`config.mk`:
```
export PLATFORM = sky130hd
export DESIGN_NAME = muldiv_unit
export DESIGN_NICKNAME = d
export VERILOG_FILES = /design/src/rtl/muldiv_unit.sv
export SDC_FILE = /design/constraint.sdc
export NUM_CORES = 1
export LEC_CHECK = 0
export ABC_CLOCK_PERIOD_IN_PS = 11400
export BUFFER_PORTS_ARGS = -buffer_cell sky130_fd_sc_hd__buf_2
export CORE_MARGIN = 8
export CORE_UTILIZATION = 60
export CTS_CLUSTER_DIAMETER = 100
export DETAILED_ROUTE_END_ITERATION = 8
export PLACE_DENSITY = 0.81
export SLEW_MARGIN = 20
export SYNTH_ARGS = -nofsm -noshare
export SYNTH_HDL_FRONTEND = slang
export SYNTH_SLANG_ARGS = --single-unit
```
`constraint.sdc`:
```
create_clock -name clk -period 11.4 [get_ports clk]
set_clock_uncertainty 0.05 [all_clocks]
set_input_delay 0.57 -clock clk [delete_from_list [all_inputs] [get_ports clk]]
set_output_delay 0.57 -clock clk [all_outputs]
set_load 0.005 [all_outputs]
```
`src/rtl/muldiv_unit.sv`:
```
// Iterative RV32M/RV64M multiply/divide unit: radix-2 shift-add multiply and
// restoring divide, one result bit per cycle, with start/busy/valid and kill.
module muldiv_unit #(
  parameter int XLEN = 32,
  parameter int CNTW = $clog2(XLEN) + 1
) (
  input  logic            clk,
  input  logic            rst_n,
  input  logic            start,
  input  logic [2:0]      funct3,
  input  logic [XLEN-1:0] rs1,
  input  logic [XLEN-1:0] rs2,
  input  logic            kill,
  output logic            busy,
  output logic            valid,
  output logic [XLEN-1:0] result
);

  // state | meaning
  // IDLE  | waiting for start; operands sampled here
  // CALC  | one shift-add / restoring-subtract iteration per edge
  // FIX   | sign correction, half/quotient/remainder select, result registered
  // DONE  | valid strobe cycle; returns to IDLE
  typedef enum logic [1:0] {IDLE, CALC, FIX, DONE} state_t;

  localparam logic [CNTW-1:0] LAST_ITER = CNTW'(XLEN - 1);
  localparam logic [XLEN-1:0] INT_MIN   = {1'b1, {(XLEN-1){1'b0}}};

  state_t              state_q, state_d;
  logic [2:0]          op_q;
  logic                neg_q;
  logic [XLEN-1:0]     b_q;
  logic [2*XLEN-1:0]   acc_q;
  logic [CNTW-1:0]     cnt_q;

  logic                accept;
  logic                signed1, signed2, neg1, neg2;
  logic [XLEN-1:0]     mag1, mag2;
  logic                div_zero, div_ovf, special;
  logic                neg_load;

  logic [XLEN:0]       mul_sum;
  logic [2*XLEN-1:0]   mul_next;
  logic [XLEN:0]       rem_sh, div_diff;
  logic [2*XLEN-1:0]   div_next;

  logic [2*XLEN-1:0]   prod;
  logic [XLEN-1:0]     quo_rem, div_res, fix_val;

  assign accept  = (state_q == IDLE) && start && !kill;

  // funct3: 001 MULH, 010 MULHSU, 100 DIV, 110 REM treat rs1 as signed
  assign signed1 = (funct3 == 3'b001) || (funct3 == 3'b010) ||
                   (funct3 == 3'b100) || (funct3 == 3'b110);
  assign signed2 = (funct3 == 3'b001) || (funct3 == 3'b100) || (funct3 == 3'b110);
  assign neg1    = signed1 && rs1[XLEN-1];
  assign neg2    = signed2 && rs2[XLEN-1];
  assign mag1    = neg1 ? -rs1 : rs1;
  assign mag2    = neg2 ? -rs2 : rs2;

  assign div_zero = funct3[2] && (rs2 == '0);
  assign div_ovf  = funct3[2] && !funct3[0] && (rs1 == INT_MIN) && (rs2 == '1);
  assign special  = div_zero || div_ovf;

  // Remainder follows the dividend; product and quotient follow the sign product.
  assign neg_load = (funct3[2] && funct3[1]) ? neg1 : (neg1 ^ neg2);

  // Multiply: acc = {partial product, remaining multiplier bits}, shifted right.
  assign mul_sum  = {1'b0, acc_q[2*XLEN-1:XLEN]} + {1'b0, (acc_q[0] ? b_q : {XLEN{1'b0}})};
  assign mul_next = {mul_sum, acc_q[XLEN-1:1]};

  // Divide: acc = {partial remainder, dividend/quotient bits}, shifted left.
  assign rem_sh   = acc_q[2*XLEN-1:XLEN-1];
  assign div_diff = rem_sh - {1'b0, b_q};
  assign div_next = div_diff[XLEN] ? {rem_sh[XLEN-1:0], acc_q[XLEN-2:0], 1'b0}
                                   : {div_diff[XLEN-1:0], acc_q[XLEN-2:0], 1'b1};

  assign prod    = neg_q ? -acc_q : acc_q;
  assign quo_rem = op_q[1] ? acc_q[2*XLEN-1:XLEN] : acc_q[XLEN-1:0];
  assign div_res = neg_q ? -quo_rem : quo_rem;
  assign fix_val = op_q[2] ? div_res :
                   (op_q[1:0] == 2'b00) ? prod[XLEN-1:0] : prod[2*XLEN-1:XLEN];

  always_ff @(posedge clk or negedge rst_n) begin
    if (!rst_n) state_q <= IDLE;
    else        state_q <= state_d;
  end

  always_comb begin
    state_d = state_q;
    case (state_q)
      IDLE: if (accept) state_d = special ? FIX : CALC;
      CALC: begin
        if (kill)                    state_d = IDLE;
        else if (cnt_q == LAST_ITER) state_d = FIX;
      end
      FIX:  state_d = kill ? IDLE : DONE;
      DONE: state_d = IDLE;
      default: state_d = IDLE;
    endcase
  end

  assign busy = (state_q != IDLE);

  always_ff @(posedge clk or negedge rst_n) begin
    if (!rst_n) begin
      op_q   <= '0;
      neg_q  <= 1'b0;
      b_q    <= '0;
      acc_q  <= '0;
      cnt_q  <= '0;
      valid  <= 1'b0;
      result <= '0;
    end else begin
      valid <= (state_q == FIX) && !kill;
      case (state_q)
        IDLE: begin
          if (accept) begin
            op_q  <= funct3;
            cnt_q <= '0;
            // Special cases preload acc so FIX yields the mandated values unchanged.
            if (div_zero) begin
              neg_q <= 1'b0;
              b_q   <= rs2;
              acc_q <= {rs1, {XLEN{1'b1}}};
            end else if (div_ovf) begin
              neg_q <= 1'b0;
              b_q   <= rs2;
              acc_q <= {{XLEN{1'b0}}, rs1};
            end else if (funct3[2]) begin
              neg_q <= neg_load;
              b_q   <= mag2;
              acc_q <= {{XLEN{1'b0}}, mag1};
            end else begin
              neg_q <= neg_load;
              b_q   <= mag1;
              acc_q <= {{XLEN{1'b0}}, mag2};
            end
          end
        end
        CALC: begin
          if (!kill) begin
            acc_q <= op_q[2] ? div_next : mul_next;
            cnt_q <= cnt_q + CNTW'(1);
          end
        end
        FIX: begin
          if (!kill) result <= fix_val;
        end
        default: ;
      endcase
    end
  end

endmodule

```
After elaboration in Yosys (flattened, before gate mapping)
Cells that the tools add are included.
Operators by class
  $add $sub $neg: 7
  reductions and logical operators: 27
  bitwise gates (word level): 2
  equality and inequality tests: 13
  mux-type cells: 31
Operators by type and width (number)
  32-bit 2-to-1 mux: 12
  64-bit 2-to-1 mux: 6
  64-bit case mux with 2 select lines: 1
  32-bit negator: 3
  32-bit == test, second input constant: 2
  64-bit negator: 1
  32-bit by 32-bit adder with 33-bit output: 1
  33-bit by 32-bit subtractor with 33-bit output: 1
  32-bit logical NOT: 1
  6-bit 2-to-1 mux: 2
  6-bit case mux with 2 select lines: 1
  1-bit logical AND: 10
  2-bit 2-to-1 mux: 5
  2-bit case mux with 4 select lines: 1
  6-bit by 1-bit adder with 6-bit output, second input constant: 1
  3-bit == test, second input constant: 2
  6-bit by 5-bit == test with 1-bit output, second input constant: 1
  1-bit logical OR: 6
  2-bit AND reduction: 3
  2-bit == test, second input constant: 2
  2-bit logical NOT: 2
  2-bit != test, second input constant: 2
  2-bit nonzero test: 2
  3-bit by 1-bit == test with 1-bit output, second input constant: 1
  8 further kinds: 11
Storage, ports and cells
  bits of input ports: 71
  output and inout port bits: 34
  logic and storage cells: 88
  register bits: 141

Logic depth before layout (Yosys ltp)
  depth after elaboration: 11
  depth in mapped cells: 16
  gate-level depth less buffers: 12

Worst setup path before layout
OpenSTA, ideal clock, no wires.
  path kind: flip-flop to flip-flop
  start point: register op_q[1]
  end point: register result[28]
  data arrival time: 3.860 ns
  required time: 11.274 ns
  library setup time: 0.076 ns
  path slack: 7.414 ns
  cell stages (with the launch flop): 16
  cell sequence: dfrtp_1 buf_1 buf_1 buf_1 clkbuf_1 buf_1 mux2i_1 ha_1 o221ai_1 nor2_1 nand4_1 nand2b_1 o21ai_0 xor2_1 mux2_2 o21ai_1
On the way
  word-level cells in the longest chain between the ends: 4
  elaborated cells on any way between the ends: 6
Ends and longest elaborated chain
  from (decl): RTL line 30  | logic [2:0] op_q;
  from (signal assigned): RTL line 119  | op_q <= funct3;
  32-bit 2-to-1 mux: RTL line 79  | assign quo_rem = op_q[1] ? acc_q[2*XLEN-1:XLEN] : acc_q[XLEN-1:0];
  32-bit negator: RTL line 80  | assign div_res = neg_q ? -quo_rem : quo_rem;
  32-bit 2-to-1 mux: RTL line 80
  32-bit 2-to-1 mux *: RTL line 81  | assign fix_val = op_q[2] ? div_res :
  to (signal assigned): RTL line 148  | if (!kill) result <= fix_val;
  to (decl): RTL line 16  | output logic [XLEN-1:0] result
Every way passes the cells marked *; elsewhere a longest branch is shown, timed or not.
A chain may end at the register's enable or synchronous reset.

Worst setup path in the final report
  start point: register acc_q[0]
  end point: register acc_q[56]
On the way
  word-level cells in the longest chain between the ends: 5
Ends and longest elaborated chain
  from (decl): RTL line 33  | logic [2*XLEN-1:0] acc_q;
  from (signal assigned): RTL line 125  | acc_q <= {rs1, {XLEN{1'b1}}};
  from (signal assigned): RTL line 129  | acc_q <= {{XLEN{1'b0}}, rs1};
  from (signal assigned): RTL line 133  | acc_q <= {{XLEN{1'b0}}, mag1};
  32-bit 2-to-1 mux: RTL line 69  | assign mul_sum = {1'b0, acc_q[2*XLEN-1:XLEN]} + {1'b0, (acc_q[0] ? b_q : {XLEN{1'b0}})};
  32-bit by 32-bit adder with 33-bit output: RTL line 69
  64-bit 2-to-1 mux: RTL line 143  | acc_q <= op_q[2] ? div_next : mul_next;
  64-bit 2-to-1 mux: RTL line 142  | if (!kill) begin
  64-bit case mux with 2 select lines: RTL line 116  | case (state_q)
No other way between the ends. The select of a mux whose other input is x is not followed.

==> out/metrics.cfg <==
[timing]
hold_viol_final=0
setup_violations=0
setup_slack_ps=6760
holdWs_ps=99.79
setup-tns-final_ps=0
slew_viol_final=0
worst_pin_slew_ps=993.1
rsz0062_at_grt=false
period_share_pct=40.70
slew_headroom_pct=33.72
fmax_mhz=215.5
min_period_ps=4640

[drt]
drtAntennaViolNets=0
drt-total-wl_microns=56640
wire_per_inst_microns=22.75
route.detailed.drc=0
vias_per_cell=6.829
first_pass_iters=6
drtIter0Drc=2222
vias=17004

[layout]
drive_gt1_share_pct=10.67
post-route-util_pct=65.18
fillCellCount=2377
syn2layout_area_growth_pct=6.978
fin_area_sq_um=16940
stdcell_count=2490
antenna_cells=0
nets=2285

[critical_path]
slowest_delay_ps=840
cp-start-kind=register
slowest_stage=a2111oi_0
worst-setup-path-type=reg -> reg
end_kind=register
critPathArrivalTime_ps=4940
cp.required_ps=11700
path_common_cell=o21ai_0
cp_cell_sequence=clkinv_1, buf_4, nor2_1, ha_1, o21ai_0, o21ai_0, a41oi_1, a2111oi_0, o21ai_0, a21boi_0, nor3_1, or4b_2, o211ai_1
worst-path-max-fanout=33

[synth]
yosysUniqueCellTypes=79
seq_area_frac_synth_pct=22.29
netlist_area_sq_um=15830
ys_top_cells_by_area=dfrtp_1 22%, a21oi_1 6.9%, o21ai_0 5.9%
yosysWarnings=0
avgSynthCellArea_sq_um=7.357
synthCells=2152
synth_nets=2295
synth-edff-count=0
synth_top_area_share_pct=22.29
synth_seq_cells=141
async_reset_ff_share_pct=100.0
dominantRegCellSynth=dfrtp_1
synth_area_leader_cell=dfrtp_1

[power_and_ir_drop]
cellLeakagePower_nw=7.210
power_density_nw_per_um2=198.9
p_switching_mw=1.666
p_total_mw=3.369
seqPwrFrac_pct=26.2
switching_share_pct=49.45
p_comb_share_pct=56.4
p_clk_share_pct=17.3
p_int_mw=1.703
irDropWorstVdd_mv=0.1154

[global_routing]
overflow=0
grt_pass1_vias=15984
grt_max_degree=84
grt_pass1_wl_microns=87490
track_usage_pct=34.93
antenna_found_initial=1

[floorplan]
rows=59
start_util_pct=60.93
die_y_microns=178.4
die-area_sq_um=31840
coreArea_sq_um=25980
io_pins=105
die_w_microns=178.4

[flow_run]
maxCapViolations=0

[cts]
cts.sinks=141
clkTransAtPathRegs_ps=70
cts_max_path_buffers=2
cts_buffers=17
post_cts_resized=0
clk_latency_ps=440
htreeDepth=4
ctsHoldBuffers=0
cts_root_buf=clkbuf_16
postCtsSetupRepairBufs=0
cts_tree=built

[place]
place_inst=2458
io_buffers=104
dp_hpwl_microns=42120
place_ws_ps=6915
dpl_cell_area_sq_um=16340
place_congestion=1.031

[status]
outcome=completed

[min_path]
hold_class=in -> async

[worst paths after layout]
path / startpoint / endpoint / slack (ps) / depth (start not counted)
worst min register to register: result[17] / result[17] / 420 / 2
max in group asynchronous: rst_n / op_q[1] / 9720 / 2
min in group clk: rs1[17] / acc_q[49] / 400 / 3
worst min-delay path: rst_n / result[4] / 100 / 1
worst max register to register: acc_q[0] / acc_q[56] / 6760 / 13
worst max-delay path: acc_q[0] / acc_q[56] / 6760 / 13
[cell families (layout without fill, tap and decap cells)]
group	Yosys count	count (layout)	share of synthesized area (%)
AOI/OAI and AO/OA	701	701	27.57
and+or+nand+nor	721	721	21.41
xor gates and xnor gates	193	193	10.68
adders and majority gates	72	72	5.785
DFF	141	141	22.29
muxes	101	101	6.583
buffers and inverters	223	226	5.682
[cell usage in the layout (no fill, tap or decap), types with 52 or more instances in the layout]
| master | n |
|---|---|
| inv_1 | 63 |
| o21ai_0 | 186 |
| a211oi_1 | 52 |
| xor2_1 | 94 |
| xnor2_1 | 99 |
| nor2_1 | 232 |
| a21oi_1 | 217 |
| mux2i_1 | 76 |
| dfrtp_1 | 138 |
| buf_2 | 103 |
| ha_1 | 70 |
| nand2_1 | 220 |
[synthesized netlist by cell type, drive strengths merged, types with 7 or more instances]
| cell | number |
|---|---|
| a211oi | 52 |
| a21o | 28 |
| a21oi | 217 |
| a311oi | 7 |
| a31oi | 20 |
| and2 | 10 |
| buf | 32 |
| clkbuf | 126 |
| dfrtp | 141 |
| ha | 70 |
| inv | 63 |
| mux2 | 25 |
| mux2i | 76 |
| nand2 | 221 |
| nand2b | 14 |
| nand3 | 40 |
| nand3b | 7 |
| nand4 | 20 |
| nor2 | 235 |
| nor2b | 10 |
| nor3 | 47 |
| nor3b | 7 |
| nor4 | 19 |
| o211ai | 12 |
| o21a | 10 |
| o21ai | 191 |
| o21bai | 11 |
| o22ai | 11 |
| o311ai | 11 |
| o31ai | 46 |
| o41ai | 21 |
| or2 | 15 |
| or3 | 25 |
| or4 | 27 |
| xnor2 | 99 |
| xor2 | 94 |
[layer usage]
metal / part of all wire [%] / wire [microns] / track usage (%) / up-vias
li1: - / - / - / 7787
met3: 14 / 7715 / 10.99 / 164
met4: 3.3 / 1841 / 12.92 / 0
met2: 43 / 24290 / 52.67 / 1086
met1: 40 / 22800 / 46.13 / 7967
met5: 0 / 0 / 0 / -
[final cells by class]
type                       count  area (sq um)  share of cell area, %
clock inverter                13         138.9                 0.8200
clock buffer                  19         452.9                  2.674
multi-input combinational   1788         11430                  67.50
sequential                   141          3535                  20.87
tap                          335         419.2                  2.475
inverter                      65         244.0                  1.441
timing repair buffer         129         714.4                  4.218
[power by group through the flow]
stage / logic (mW) / clock network (mW) / registers (mW)
CTS: 1.85 / 0.584 / 0.861
global placement: 1.81 / 0 / 0.865
finish: 1.90 / 0.584 / 0.883
global route: 2.08 / 0.604 / 0.888
detailed placement: 1.84 / 0 / 0.871
floorplan: 1.53 / 0 / 0.689
[registers in the layout, indices dropped and copies added (netlist names)]
name,cells
state_q,2
b_q,32
neg_q,1
op_q,3
acc_q,64
valid,1
result,32
cnt_q,6
[worst max-delay path, delay by kind of cell, from the launching register on]
family	cells	cell delay (ps)
buffers and inverters	2	450
AOI/OAI and AO/OA	7	2510
adders and majority gates	1	380
and+or+nand+nor	3	790
DFF	1	380
(Power assumes the default switching activity.)
